--- src/rtl/prio_grant_arbiter_if.sv ---
// Request/grant bundle between the requesting engines (master) and the arbiter (slave).
interface prio_grant_arbiter_if #(
  parameter int N   = 8,
  parameter int IDW = 3
);
  logic [N-1:0]   req;
  logic [N-1:0]   gnt;
  logic [IDW-1:0] gnt_id;
  logic           gnt_valid;
  logic           forced_rel;

  modport master (output req, input gnt, gnt_id, gnt_valid, forced_rel);
  modport slave  (input req, output gnt, gnt_id, gnt_valid, forced_rel);
endinterface

--- src/rtl/prio_grant_arbiter.sv ---
// Registered one-hot hold-until-release arbiter, highest index wins, optional MAX_HOLD revocation.
// Define ARB_ROUND_ROBIN_EN to rotate priority upward from the last winner instead.
module prio_grant_arbiter #(
  parameter int N        = 8,
  parameter int IDW      = 3,
  parameter int MAX_HOLD = 0,
  parameter int CNTW     = 8
) (
  input logic                clk,
  input logic                rst,
  prio_grant_arbiter_if.slave bus
);

  typedef enum logic {IDLE, GRANT} state_t;

  localparam logic [CNTW-1:0] MAX_HOLD_C = CNTW'(MAX_HOLD);
  localparam logic [N-1:0]    ONE_HOT_0  = {{(N-1){1'b0}}, 1'b1};

  state_t          state_q, state_d;
  logic [N-1:0]    gnt_q, gnt_d;
  logic [IDW-1:0]  gnt_id_q, gnt_id_d;
  logic            forced_rel_q, forced_rel_d;
  logic [CNTW-1:0] hold_cnt_q, hold_cnt_d;
  logic [N-1:0]    skip_mask_q, skip_mask_d;
  logic [IDW-1:0]  rr_ptr_q;
  logic [N-1:0]    eff;
  logic [IDW-1:0]  win;
  logic            owner_req;

`ifdef ARB_ROUND_ROBIN_EN
  logic [IDW-1:0] rr_ptr_d;

  // Rotating search: scanning offsets downward lets the nearest index above rr_ptr win.
  always_comb begin
    int idx;
    idx = 0;
    win = '0;
    for (int k = N - 1; k >= 0; k--) begin
      idx = (int'(rr_ptr_q) + 1 + k) % N;
      if (eff[idx[IDW-1:0]]) win = idx[IDW-1:0];
    end
  end
`else
  assign rr_ptr_q = IDW'(N - 1);

  always_comb begin
    win = '0;
    for (int i = 0; i < N; i++) begin
      if (eff[i]) win = i[IDW-1:0];
    end
  end
`endif

  assign eff       = bus.req & ~skip_mask_q;
  assign owner_req = |(bus.req & gnt_q);

  always_comb begin
    state_d      = state_q;
    gnt_d        = gnt_q;
    gnt_id_d     = gnt_id_q;
    forced_rel_d = 1'b0;
    hold_cnt_d   = hold_cnt_q;
    skip_mask_d  = skip_mask_q;
`ifdef ARB_ROUND_ROBIN_EN
    rr_ptr_d     = rr_ptr_q;
`endif
    case (state_q)
      IDLE: begin
        skip_mask_d = '0;
        if (|eff) begin
          state_d    = GRANT;
          gnt_d      = ONE_HOT_0 << win;
          gnt_id_d   = win;
          hold_cnt_d = CNTW'(1);
`ifdef ARB_ROUND_ROBIN_EN
          rr_ptr_d   = win;
`endif
        end
      end
      GRANT: begin
        if (!owner_req) begin
          state_d    = IDLE;
          gnt_d      = '0;
          gnt_id_d   = '0;
          hold_cnt_d = '0;
        end else if (MAX_HOLD != 0 && hold_cnt_q == MAX_HOLD_C) begin
          // Revoked owner sits out exactly one arbitration so others get a turn.
          state_d      = IDLE;
          gnt_d        = '0;
          gnt_id_d     = '0;
          hold_cnt_d   = '0;
          forced_rel_d = 1'b1;
          skip_mask_d  = gnt_q;
        end else if (hold_cnt_q != {CNTW{1'b1}}) begin
          hold_cnt_d = hold_cnt_q + CNTW'(1);
        end
      end
      default: begin
        state_d  = IDLE;
        gnt_d    = '0;
        gnt_id_d = '0;
      end
    endcase
  end

  always_ff @(posedge clk or posedge rst) begin
    if (rst) begin
      state_q      <= IDLE;
      gnt_q        <= '0;
      gnt_id_q     <= '0;
      forced_rel_q <= 1'b0;
      hold_cnt_q   <= '0;
      skip_mask_q  <= '0;
    end else begin
      state_q      <= state_d;
      gnt_q        <= gnt_d;
      gnt_id_q     <= gnt_id_d;
      forced_rel_q <= forced_rel_d;
      hold_cnt_q   <= hold_cnt_d;
      skip_mask_q  <= skip_mask_d;
    end
  end

`ifdef ARB_ROUND_ROBIN_EN
  always_ff @(posedge clk or posedge rst) begin
    if (rst) rr_ptr_q <= IDW'(N - 1);
    else     rr_ptr_q <= rr_ptr_d;
  end
`endif

  assign bus.gnt        = gnt_q;
  assign bus.gnt_id     = gnt_id_q;
  assign bus.gnt_valid  = |gnt_q;
  assign bus.forced_rel = forced_rel_q;

endmodule

--- src/flat_wrapper.sv ---
// flat-port wrapper written by rule: the top's interface ports become plain ports
module prio_grant_arbiter_flat 
#(
  parameter int N        = 8,
  parameter int IDW      = 3,
  parameter int MAX_HOLD = 0,
  parameter int CNTW     = 8
)
  (clk, rst, bus_req, bus_gnt, bus_gnt_id, bus_gnt_valid, bus_forced_rel);
  prio_grant_arbiter_if #(.N(N), .IDW(IDW)) bus_i ();
  input logic clk;
  input logic rst;
  input wire logic [$bits(bus_i.req)-1:0] bus_req;
  output wire logic [$bits(bus_i.gnt)-1:0] bus_gnt;
  output wire logic [$bits(bus_i.gnt_id)-1:0] bus_gnt_id;
  output wire logic [$bits(bus_i.gnt_valid)-1:0] bus_gnt_valid;
  output wire logic [$bits(bus_i.forced_rel)-1:0] bus_forced_rel;
  assign bus_i.req = bus_req;
  assign bus_gnt = bus_i.gnt;
  assign bus_gnt_id = bus_i.gnt_id;
  assign bus_gnt_valid = bus_i.gnt_valid;
  assign bus_forced_rel = bus_i.forced_rel;
  prio_grant_arbiter #(.N(N), .IDW(IDW), .MAX_HOLD(MAX_HOLD), .CNTW(CNTW)) u_core (.clk(clk), .rst(rst), .bus(bus_i));
endmodule
--- config.mk ---
export PLATFORM = sky130hd
export DESIGN_NAME = prio_grant_arbiter_flat
export DESIGN_NICKNAME = d
export VERILOG_FILES = /design/src/rtl/prio_grant_arbiter_if.sv /design/src/rtl/prio_grant_arbiter.sv /design/src/flat_wrapper.sv
export SDC_FILE = /design/constraint.sdc
export NUM_CORES = 1
export LEC_CHECK = 0
export CELL_PAD_IN_SITES_DETAIL_PLACEMENT = 1
export CELL_PAD_IN_SITES_GLOBAL_PLACEMENT = 1
export CORE_MARGIN = 1.5
export CORE_UTILIZATION = 32
export DETAILED_ROUTE_END_ITERATION = 8
export HOLD_SLACK_MARGIN = 0.05
export PLACE_DENSITY = 0.79
export SLEW_MARGIN = 20
export SYNTH_ARGS = -nofsm -noshare
export SYNTH_HDL_FRONTEND = slang
export SYNTH_SLANG_ARGS = --single-unit
--- constraint.sdc ---
create_clock -name clk -period 1.65 [get_ports clk]
set_input_delay 0.2475 -clock clk [delete_from_list [all_inputs] [get_ports clk]]
set_output_delay 0.2475 -clock clk [all_outputs]
set_load 0.05 [all_outputs]
==> qor.yml, run 1 <==
place_worst_setup_slack_ps: -184.7
clock-skew-final_ps: 1.347
pwr_density_cell_nw_per_um2: 1325
post-cts-setup-buffer-count: 0
final_count_of_negative_setup_slack_endpoints: 0
final.fill_count: 245
syn_nets: 73
leakagePower_nw: 0.4430
routedWlPerCell_um: 16.19
first_pass_grt_wire_length_um: 3036
detail_route.first_pass.iterations: 4
worst_setup_path_startpoint: "bus_req[2]"
cts-root-buf: "sky130_fd_sc_hd__clkbuf_4"
synth_fa_ha_area_share_pct: 0
cts_buffers: 3
synth_xor_xnor_area_share_pct: 0
route.detailed.drc: 0
post_synth_cell_types: 26
timing.fmax_mhz: 638.4
critical_path_peak_fanout: 10
first_global_vias: 597
grt_overflow_total: 0
setup.worst_path.class: "in -> reg"
synth.avg_cell_area_um2: 10.29
vdd_ir_drop_max_mv: 0.7832
num-nets-final: 109
clock-sinks: 12
finalMaxSlewViolations: 0
synth-seq-cells: 12
synth_area_um2: 648.1
detailroute.via_count: 636
post_route_cells_drive_above_1_share_pct: 35.05
finalCoreUtilization_pct: 49.42
number_of_routed_nets_with_antenna_violations: 0
cts_tree: "done"
floorplan.rows: 16
syn2layout_area_growth_pct: 48.07
start_util_pct: 33.38
route.final.wire_length_um: 2007
die_height_um: 48.01
largest_net_degree_at_the_start_of_global_routing: 13
vias_per_cell: 5.129
rsz0062_at_grt: "false"
synth.area.mux_share_pct: 0
start_kind: "primary input"
final_cells: 124
dominant_combinational_cell_family_by_area_after_synthesis: "compound AO/OA/AOI/OAI gates"
design_power_mw: 1.272
fin_crit_sh_pct: 94.93
synth_seq_area_share_pct: 46.33
port_buffers: 21
number_of_antenna_violations_at_the_first_check_in_global_routing: 0
area_fraction_in_compound_gates_after_synthesis_pct: 30.12
reg2reg_slack_ps: 270
place.gp.congestion: 0.9491
dpl.cell_count: 121
cts.repair.resized: 0
ys_warn_count: 0
n_antenna_cell: 0
rr_endpoint: "u_core.bus.gnt[1]"
hp-class: "in -> async"
worstSetupEndpointType: "flop"
die-area_um2: 2304
worst_r2r_startpoint: "u_core.bus.gnt[5]"
grt_util_all_layers_pct: 19.88
basic_gate_share_of_the_synthesized_area_counting_and_or_nand_and_nor_cells_pct: 17.76
initialDrtViolationCount: 26
layout.cells.most_common_list: "23 x sky130_fd_sc_hd__buf_4, 12 x sky130_fd_sc_hd__dfrtp_1, 9 x sky130_fd_sc_hd__clkdlybuf4s50_1, 6 x sky130_fd_sc_hd__inv_1, 5 x sky130_fd_sc_hd__nor2_1"
period_minus_slack_ps: 1566
hold_viol_final: 0
cts.hold.buffers_added: 0
worstPathRequired_ps: 1860
critical_path_cell_list: "clkdlybuf4s50_1 > nor4_4 > inv_2 > o21ai_4 > a22o_2"
chipWidth_um: 48.01
timing.critical_path.slowest_cell_delay_ps: 550
outcome: "completed"
critPathTopFamily: "buffers and inverters"
clock_insertion_delay_worst_skew_ps: 270
final_common_cell: "sky130_fd_sc_hd__buf_4"
post_synth_inst_count: 63
io_pins: 23
clk_transition_reported_paths_ps: 80
crit_slowest_cell: "sky130_fd_sc_hd__clkdlybuf4s50_1"
rr_worst_depth: 4
cts_htree_levels: 1
worstSetupEndpoint: "u_core.bus.gnt[1]"
worstPathArrival_ps: 1780
drv.max_cap_violation_count: 0
place_hpwl_um: 1603
final.setup.worst_slack_ps: 83.66
path_depth: 5
core_area_um2: 1942
cp.buffers_inverters: 2
cts.path.max_buffers: 2
[final cells by class]
type	count	area (um^2)	share of cell area (%)
multi-input combinational	43	314.1	32.72
inverter	7	26.28	2.738
tap	27	33.78	3.520
sequential	12	300.3	31.29
timing repair buffer	32	262.8	27.38
clock buffer	3	22.52	2.347
[power breakdown]
| group | leakage (nW) | internal, mW | switching [mW] |
|---|---|---|---|
| registers | 0.157 | 0.363 | 0.0805 |
| clock network | 0.0138 | 0.0843 | 0.0964 |
| logic | 0.272 | 0.224 | 0.423 |
[sequential cells by signal, summed over array words and instances (netlist names)]
register           flops
u_core.bus.gnt         8
u_core.bus.gnt_id      3
u_core.state_q         1
[per-stage QoR]
stage          cell area [um^2]  setup TNS, ps  hold WS, ps
3_5_place_dp              937.1          -1768        497.2
2_1_floorplan             648.1              0        112.2
3_3_place_gp              937.1         -646.5        498.5
5_1_grt                   959.7              0        324.8
4_1_cts                   959.7              0        302.8
6_report                  959.7              0        284.6
[routing by layer]
layer | GRT usage, % | part of all wire (%) | vias up
li1 | - | - | 305
met1 | 27.17 | 45 | 309
met2 | 32.53 | 49 | 20
met3 | 3.396 | 5.1 | 2
met4 | 4.865 | 0.60 | 0
met5 | 0 | 0 | -
[synthesized netlist by cell type]
library cell | count | area share [%]
sky130_fd_sc_hd__inv_2 | 1 | 0.58
sky130_fd_sc_hd__o21ai_0 | 2 | 1.5
sky130_fd_sc_hd__buf_4 | 1 | 1.2
sky130_fd_sc_hd__o22ai_1 | 1 | 0.97
sky130_fd_sc_hd__a21oi_1 | 3 | 2.3
sky130_fd_sc_hd__nand2_2 | 1 | 0.97
sky130_fd_sc_hd__a22o_1 | 4 | 5.4
sky130_fd_sc_hd__a22o_2 | 1 | 1.5
sky130_fd_sc_hd__inv_1 | 6 | 3.5
sky130_fd_sc_hd__o21ai_4 | 1 | 2.5
sky130_fd_sc_hd__nor4_4 | 1 | 3.3
sky130_fd_sc_hd__o31ai_1 | 1 | 1.2
sky130_fd_sc_hd__nor2_1 | 5 | 2.9
sky130_fd_sc_hd__a21o_2 | 1 | 1.4
sky130_fd_sc_hd__nand4_1 | 1 | 0.97
sky130_fd_sc_hd__o2bb2ai_1 | 2 | 2.7
sky130_fd_sc_hd__a22oi_1 | 4 | 4.6
sky130_fd_sc_hd__a32o_1 | 2 | 3.1
sky130_fd_sc_hd__dfrtp_1 | 12 | 46
sky130_fd_sc_hd__conb_1 | 1 | 0.58
sky130_fd_sc_hd__nor3_4 | 1 | 2.5
sky130_fd_sc_hd__a21boi_0 | 1 | 1.2
sky130_fd_sc_hd__or2_1 | 1 | 0.97
sky130_fd_sc_hd__nor4_1 | 4 | 3.9
sky130_fd_sc_hd__nand2_1 | 4 | 2.3
sky130_fd_sc_hd__a41o_2 | 1 | 1.7
[worst min path at each step]
stage                                    start  slack, ps  cells past startpoint                    to
after global placement    u_core.bus.gnt_id[0]        500                      1  u_core.bus.gnt_id[0]
after CTS                                  rst        300                      2     u_core.bus.gnt[7]
after detailed placement  u_core.bus.gnt_id[0]        500                      1  u_core.bus.gnt_id[0]
after floorplan                            rst        110                      1     u_core.bus.gnt[0]
final                                      rst        280                      2     u_core.bus.gnt[6]
after global routing                       rst        320                      2     u_core.bus.gnt[6]
[cells by family (layout without fill, tap and decap cells)]
family,count (synthesis),in the layout
DFF,12,12
AOI/OAI and AO/OA,24,24
other,1,1
and+or+nand+nor,18,18
buffers and inverters,8,42
No activity file was read; power rests on OpenSTA's default activity.
==> run 2: changes to the inputs <==
Settings changed: ABC_AREA set to 1, CELL_PAD_IN_SITES_DETAIL_PLACEMENT 1 to unset, CELL_PAD_IN_SITES_GLOBAL_PLACEMENT 1 to unset, CORE_UTILIZATION 32 to 45.
==> run 2 against run 1 <==
Against the previous run: sequential share of layout area decreased by 2.0 points; combinational power increased by 48%; critical endpoint is now bus_gnt_valid; highest routed layer unchanged; core utilization increased by 16 points; final area increased by 6.6%; register-to-register slack improved by 110 ps; first-iteration DRC count decreased by 38%; the run now ends with design-rule violations left; via count increased by 17%.
==> qor.yml, run 2 <==
vdd_ir_drop_max_mv: 0.9834  # +26%
largest_register_ffs: 8  # unchanged
hold_viol_final: 0  # unchanged
largest_net_degree_at_the_start_of_global_routing: 13  # unchanged
rr_endpoint: "u_core.bus.gnt_id[1]"
synth.avg_cell_area_um2: 7.679  # -25%
hp-class: "in -> async"
fin_crit_sh_pct: 94.80  # -0.13 points
period_minus_slack_ps: 1564  # -2.157 ps
worst_r2r_startpoint: "u_core.bus.gnt[4]"
timing.critical_path.slowest_cell_delay_ps: 420  # -130 ps
most_instantiated_library_cell_after_synthesis: "sky130_fd_sc_hd__nand2_1"
syn_nets: 112  # +53%
start_kind: "flop"
timing.fmax_mhz: 639.3  # +0.14%
ffs_w_async_s_r_synth_pct: 100.0  # unchanged
io_pins: 23  # unchanged
post_route_cells_drive_above_1_share_pct: 32.03  # -3.0 points
floorplan.rows: 14  # -2
drv.max_cap_violation_count: 0  # unchanged
place_hpwl_um: 1421  # -11%
synth_top_cell_area_share_pct: 38.34  # -8.0 points
synth_area_um2: 783.3  # +21%
vias_per_cell: 5.153  # +0.46%
route.final.wire_length_um: 1824  # -9.1%
die-area_um2: 2000  # -13%
syn2layout_area_growth_pct: 30.67
start_util_pct: 50.24  # +17 points
cts_htree_levels: 1  # unchanged
clk_transition_reported_paths_ps: 80  # about the same
synth-seq-cells: 12  # unchanged
route.detailed.drc: 1  # +1
cts_tree: "done"
post_synth_inst_count: 102  # +62%
worstPathArrival_ps: 1320  # -460 ps
clock-skew-final_ps: 7.013  # +5.666 ps
finalMaxSlewViolations: 0  # unchanged
routedWlPerCell_um: 12.67  # -22%
critical_path_cell_list: "nor4_1 > nand2_1 > buf_4"
outcome: "finished with violations"
rr_worst_depth: 7  # +3
first_global_vias: 736  # +23%
worst_setup_path_startpoint: "u_core.bus.gnt[3]"
port_buffers: 21  # unchanged
pwr_density_cell_nw_per_um2: 1606  # +21%
place_worst_setup_slack_ps: 74.01  # +258.7 ps
cts_buffers: 3  # unchanged
clock-sinks: 12  # unchanged
violations: "design-rule violations"
post-cts-setup-buffer-count: 0  # unchanged
detail_route.first_pass.iterations: 6  # +2
cts.hold.buffers_added: 0  # unchanged
setup.worst_path.class: "reg -> out"
leakagePower_nw: 0.5698  # +29%
cts.path.max_buffers: 2  # unchanged
post_synth_cell_types: 18  # -31%
detailroute.via_count: 742  # +17%
grt_overflow_total: 0  # unchanged
cts.repair.resized: 0  # unchanged
synth_seq_area_share_pct: 38.34  # -8.0 points
final_count_of_negative_setup_slack_endpoints: 0  # unchanged
synth.largest_area_cell: "sky130_fd_sc_hd__dfrtp_1"
critical_path_peak_fanout: 4  # -6
core_area_um2: 1559  # -20%
n_antenna_cell: 0  # unchanged
design_power_mw: 1.644  # +29%
layout.cells.most_common_list: "39 x sky130_fd_sc_hd__nand2_1, 15 x sky130_fd_sc_hd__buf_4, 12 x sky130_fd_sc_hd__dfrtp_1, 10 x sky130_fd_sc_hd__nand3_2, 9 x sky130_fd_sc_hd__clkdlybuf4s50_1"
worstPathRequired_ps: 1400  # -460 ps
chipWidth_um: 44.72  # -6.8%
worstSetupEndpointType: "output pin"
post_synth_most_frequent_cells: "39 x sky130_fd_sc_hd__nand2_1, 12 x sky130_fd_sc_hd__dfrtp_1, 10 x sky130_fd_sc_hd__nand3_2"
crit_slowest_cell: "sky130_fd_sc_hd__dfrtp_1"
fin_tns_setup_ps: 0  # unchanged
final_common_cell: "sky130_fd_sc_hd__nand2_1"
synthFlopType: "sky130_fd_sc_hd__dfrtp_1"
num-nets-final: 139  # +28%
edff_count_synth: 0  # unchanged
ys_warn_count: 0  # unchanged
place.gp.congestion: 0.8888  # -6.4%
grt_util_all_layers_pct: 20.91  # +1.0 points
reg2reg_slack_ps: 380  # +110 ps
clock_insertion_delay_worst_skew_ps: 270  # about the same
rsz0062_at_grt: "false"
number_of_antenna_violations_at_the_first_check_in_global_routing: 0  # unchanged
die_height_um: 44.72  # -6.8%
final.setup.worst_slack_ps: 85.82  # +2.157 ps
initialDrtViolationCount: 16  # -38%
first_pass_grt_wire_length_um: 2987  # -1.6%
cts-root-buf: "sky130_fd_sc_hd__clkbuf_4"
synth_area_leaders: "sky130_fd_sc_hd__dfrtp_1 38%, sky130_fd_sc_hd__nand2_1 19%, sky130_fd_sc_hd__nand3_2 13%"
final.fill_count: 134  # -45%
number_of_routed_nets_with_antenna_violations: 0  # unchanged
run 2: cell count changes in the layout (fill, tap and decap cells not counted), sizes merged, moves of 4 or more:
cell and change:
nand2 +37, nand3 +18, buf -7, inv +6, a22o -5, a22oi -4
run 2: metrics by stage:
| step | area (um^2) | utilization, % | hold slack, ps | cells |
|---|---|---|---|---|
| after global placement | 987.2 | 63.32 | 497.4 | 140 |
| after global routing | 1023 | 65.65 | 335.7 | 144 |
| after floorplan | 783.3 | - | 112.2 | 102 |
| final | 1023 | 65.65 | 276.3 | 144 |
| after detailed placement | 987.2 | 63.32 | 501.9 | 140 |
| after CTS | 1023 | 65.65 | 287.8 | 144 |
run 2: final cells by class:
type                    instances  area, um^2  share of cell area, %
multi-input cells              74       395.4                  38.63
flip-flops and latches         12       300.3                  29.34
inverters                      13       48.80                  4.768
clock buffers                   4       36.28                  3.545
well taps                      16       20.02                  1.956
repair buffers                 25       222.7                  21.76
run 2: logic make-up (layout without fill, tap and decap cells):
group           Yosys count  count (layout)  share of synthesized area, %
simple gates             72              72                         48.88
buf+inv                  16              42                         11.18
flops                    12              12                         38.34
other cells               1               1                        0.4788
compound gates            1               1                         1.118
run 2: power breakdown:
group	switching, mW	internal, mW	total, mW
clock network	0.0958	0.134	0.230
registers	0.0824	0.375	0.457
logic	0.648	0.309	0.957
total	0.826	0.818	1.64
run 2: critical path, delay by kind of cell, from the launching register on:
kind | cells | cell delay [ps]
flops | 1 | 420
buf+inv | 1 | 200
simple gates | 2 | 420
run 2: per-layer routing:
metal | global-route usage (%) | routed length (um) | up-vias
li1 | - | - | 370
met1 | 24.61 | 800 | 339
met2 | 37.10 | 866 | 25
met3 | 1.200 | 104 | 8
met4 | 12.73 | 53 | 0
met5 | 0 | 0 | -
run 2: worst max-delay path by stage:
stage | end | slack [ps] | cells after the start
6_report | bus_gnt_valid | 90 | 3
5_1_grt | bus_gnt_valid | 8 | 3
4_1_cts | bus_gnt_valid | 70 | 3
3_5_place_dp | u_core.bus.gnt[0] | 70 | 7
3_3_place_gp | u_core.bus.gnt[3] | 150 | 7
2_1_floorplan | bus_gnt_valid | 180 | 2
